[config.mk]
export PLATFORM = sky130hd
export DESIGN_NAME = fifo
export DESIGN_NICKNAME = d
export VERILOG_FILES = /design/src/rtl/fifo.sv
export SDC_FILE = /design/constraint.sdc
export NUM_CORES = 1
export LEC_CHECK = 0
export CORE_UTILIZATION = 23
export DETAILED_ROUTE_END_ITERATION = 10
export SLEW_MARGIN = 30
export SYNTH_ARGS = -nofsm -noshare
export SYNTH_HDL_FRONTEND = slang
export SYNTH_SLANG_ARGS = --single-unit
[constraint.sdc]
create_clock -name clk -period 1.9 [get_ports clk]
set_input_delay 0.285 -clock clk [delete_from_list [all_inputs] [get_ports clk]]
set_output_delay 0.285 -clock clk [all_outputs]
set_load 0.1 [all_outputs]
[src/rtl/fifo.sv]
// Synchronous single-clock FIFO with registered read data.
// Depth is 2**ADDR_WIDTH words of BUS_WIDTH bits. The read and write pointers
// carry one extra MSB so that a full FIFO and an empty one can be told apart.
// Optional feature: define FIFO_LEVEL_EN to add a 'level' output that reports
// the current occupancy (0..DEPTH).
module fifo #(
    parameter int BUS_WIDTH  = 16,
    parameter int ADDR_WIDTH = 2
) (
    input  logic                 clk,
    input  logic                 rst_n,
    input  logic [BUS_WIDTH-1:0] wr_data,
    input  logic                 wr,
    input  logic                 rd,
    output logic [BUS_WIDTH-1:0] rd_data,
    output logic                 full,
    output logic                 empty_n
`ifdef FIFO_LEVEL_EN
    ,
    output logic [ADDR_WIDTH:0]  level
`endif
);

    localparam int DEPTH = 2 ** ADDR_WIDTH;

    logic [BUS_WIDTH-1:0] mem [DEPTH];

    logic [ADDR_WIDTH:0]  wrPtr_q, wrPtr_d;
    logic [ADDR_WIDTH:0]  rdPtr_q, rdPtr_d;
    logic [BUS_WIDTH-1:0] rdData_q, rdData_d;

    logic wrAccept;
    logic rdAccept;

    // Status flags come straight from the registered pointers, so they
    // change in the cycle after the edge that moved a pointer.
    always_comb begin
        full    = (wrPtr_q[ADDR_WIDTH] != rdPtr_q[ADDR_WIDTH]) &&
                  (wrPtr_q[ADDR_WIDTH-1:0] == rdPtr_q[ADDR_WIDTH-1:0]);
        empty_n = (wrPtr_q != rdPtr_q);
    end

    // A read is taken whenever data is present. A write is taken when there
    // is room, or when the FIFO is full but a read frees a slot this edge.
    always_comb begin
        rdAccept = rd && empty_n;
        wrAccept = wr && (!full || rdAccept);
    end

    // Next-state for pointers and the read data register; unaccepted
    // requests leave everything (including rd_data) untouched.
    always_comb begin
        wrPtr_d  = wrPtr_q;
        rdPtr_d  = rdPtr_q;
        rdData_d = rdData_q;
        if (wrAccept) begin
            wrPtr_d = wrPtr_q + 1'b1;
        end
        if (rdAccept) begin
            rdPtr_d  = rdPtr_q + 1'b1;
            rdData_d = mem[rdPtr_q[ADDR_WIDTH-1:0]];
        end
    end

    // Pointer and read-data registers; reset clears them without a clock.
    always_ff @(posedge clk or negedge rst_n) begin
        if (!rst_n) begin
            wrPtr_q  <= '0;
            rdPtr_q  <= '0;
            rdData_q <= '0;
        end else begin
            wrPtr_q  <= wrPtr_d;
            rdPtr_q  <= rdPtr_d;
            rdData_q <= rdData_d;
        end
    end

    // Storage array is deliberately not reset; the pointers define validity.
    always_ff @(posedge clk) begin
        if (wrAccept) begin
            mem[wrPtr_q[ADDR_WIDTH-1:0]] <= wr_data;
        end
    end

    assign rd_data = rdData_q;

`ifdef FIFO_LEVEL_EN
    assign level = wrPtr_q - rdPtr_q;
`endif

endmodule

==> flow_summary.yaml <==
run_status:
  status: "complete, but fails checks"
  violations: "setup timing"
synth:
  synthXorXnorAreaFrac_pct: 2.87
  synthAdderAreaFrac_pct: 1.82
  synth-compound-area-share_pct: 2.04
  synthSimpleGateAreaFrac_pct: 1.53
  seq_area_frac_synth_pct: 71.9
  ys_ff_latch: 86
  synth_area_mm2: 0.00344
  synth_mux_area_share_pct: 17.7
  syn_inst: 159
  yosys.cell_types.count: 26
  synth_top_family_by_area: "multiplexers"
  yosysWarnings: 0
  synth_fp_nets: 184
  synth.avg_cell_area_um2: 21.6
setup_path:
  end_kind: "primary output"
  cp_slowest_cell: "dfrtp_2"
  crit_chain: "xor2_4, buf_6, or3_4, buf_12"
  arrival_ps: 1670
  critical_path.top_delay_family: "flip-flops"
  path_max_fanout: 6
  cp.required_ps: 1620
  crit_type: "reg -> out"
  slowest_delay_ps: 440
  path_buf_inv: 2
  start_kind: "flip-flop"
detailed_routing:
  routedWlPerCell_um: 14.9
  detail-route-antenna-nets: 0
  wl_um: 6090
  drt-vias-per-instance: 3.94
  drc_errors: 0
  first_iter_violations: 43
  drt_first_pass_iters: 4
  num_vias: 1614
clocking:
  cts_max_level: 3
  clk_latency_ps: 330
  cts_tree: "done"
  cts_hold_buf: 0
  clock_sinks: 86
  post-cts-setup-buffers: 0
  path_clk_slew_ps: 60
  cts_made_buffers: 9
  cts-root-buf: "clkbuf_16"
  clockBufferDepth: 2
floorplanning:
  coreArea_mm2: 0.0146
  die_w_um: 124
  fp-row-count: 44
  io-pin-count: 38
  die_y_um: 124
  initial_utilization_pct: 23.6
  dieArea_mm2: 0.0154
grt:
  grt_max_degree: 23
  grt_pass1_vias: 1778
  overflow: 0
  antenna_found_initial: 0
  grt_first_pass_wirelength_um: 10000
  grt_usage_pct: 8.61
job:
  cap_violations: 0
layout:
  final_util_pct: 30.5
  syn2layout_area_growth_pct: 29.4
  antennaDiodeCount: 0
  fin_nets: 246
  drive_gt1_share_pct: 41.2
sta:
  slew_violations: 0
  tightest_slew_ps: 562
  timing.slew.headroom_pct: 62.4
  fin_crit_sh_pct: 103
  setup_viol: 1
  clock.fmax_mhz: 511
  rsz0062_at_grt: "true"
  fin_skew_ps: 6.89
  period_minus_slack_ps: 1960
  worst_slack_ps: -55.9
  timing.final.hold_violations: 0
hold_path:
  holdCritPathClass: "in -> async"
place:
  pre_cts_slack_ps: -232
  routabilityCongestion: 0.717
  hpwlAfterDp_um: 4060
  port_buffers: 37
## per-layer routing
metal | vias up | part of all wire (%) | track usage [%]
li1 | 749 | - | -
met1 | 830 | 43 | 10.1
met2 | 28 | 52 | 14.6
met3 | 7 | 3.5 | 2.88
met4 | 0 | 1.5 | 3.19
met5 | - | 0 | 0
## state kept, by name (all words and copies together), names as in the netlist
name,count
mem,64
wrPtr_q,3
rd_data,16
rdPtr_q,3
## worst paths after layout
check / endpoint / slack [ps] / from / depth (start not counted)
setup reg to reg: rd_data[3] / 80 / rdPtr_q[0] / 3
setup / recovery: empty_n / -60 / rdPtr_q[1] / 4
hold / removal: rd_data[3] / 320 / rst_n / 2
max in group asynchronous: rdPtr_q[0] / 1310 / rst_n / 2
min in group clk: rd_data[13] / 510 / rd_data[13] / 1
hold reg to reg: rd_data[13] / 510 / rd_data[13] / 1
## cells in the mapped netlist
master    number  share of area [%]
o311ai_0       1               0.25
buf_6          1               0.33
mux4_2        13                8.5
nor4_1         1               0.18
o211ai_1       1               0.22
nand2b_1       1               0.18
nor2_1         4               0.44
xnor2_1        4                1.0
o31ai_4        1               0.62
o21ai_0        1               0.15
edfxtp_1      64                 56
xor2_1         1               0.25
inv_1          7               0.76
mux4_1         3                2.3
o41ai_4        1               0.80
xor2_4         2                1.6
buf_2          2               0.29
mux2_4         9                3.9
buf_12         1               0.58
or4_1          1               0.22
buf_4          1               0.22
dfrtp_1       22                 16
nor3_1         1               0.15
ha_1           5                1.8
or3_1          2               0.36
mux2_2         9                2.9
## through the flow
| step | TNS (ps) | area [um2] | instances | hold WS, ps |
|---|---|---|---|---|
| global placement | -3750 | 4140 | 394 | 496 |
| floorplan | -15970 | 3450 | 159 | -10.6 |
| global route | -99.8 | 4450 | 410 | 369 |
| CTS | -75.8 | 4440 | 410 | 339 |
| finish | -55.9 | 4450 | 410 | 323 |
| detailed placement | -3700 | 4140 | 394 | 503 |
## repair_timing
item	CTS	global route
gates resized for setup	6	2
cloned	0	0
endpoints found under the setup margin	17	1
## kinds of logic after synthesis
group | Yosys count
AOI/OAI and AO/OA | 5
xor gates and xnor gates | 7
adders and majority gates | 5
buffers and inverters | 12
DFF | 86
muxes | 34
and+or+nand+nor | 10
## placed cells by master (no fill, tap or decap), types with 2 or more instances in the layout
cell	n
mux4_2	13
xor2_4	2
dfrtp_1	19
clkdlybuf4s50_1	19
mux2_2	9
xnor2_1	4
clkbuf_16	9
buf_12	3
mux4_1	3
edfxtp_1	64
ha_1	5
clkinv_2	4
mux2_4	9
clkbuf_1	2
nor2_1	3
buf_4	32
inv_1	7
buf_6	2
dfrtp_2	3
## cell type report
type | count | area, um2
timing repair buffer | 56 | 513
clock inverter | 5 | 50.0
fill | 1409 | 10100
tap | 184 | 230
sequential | 86 | 2480
clock buffer | 11 | 233
inverter | 7 | 26.3
multi-input combinational | 61 | 923
Power is left out: the tool's default activity adds up to more than one toggle a clock period on the data nets, which glitch-free logic cannot reach.
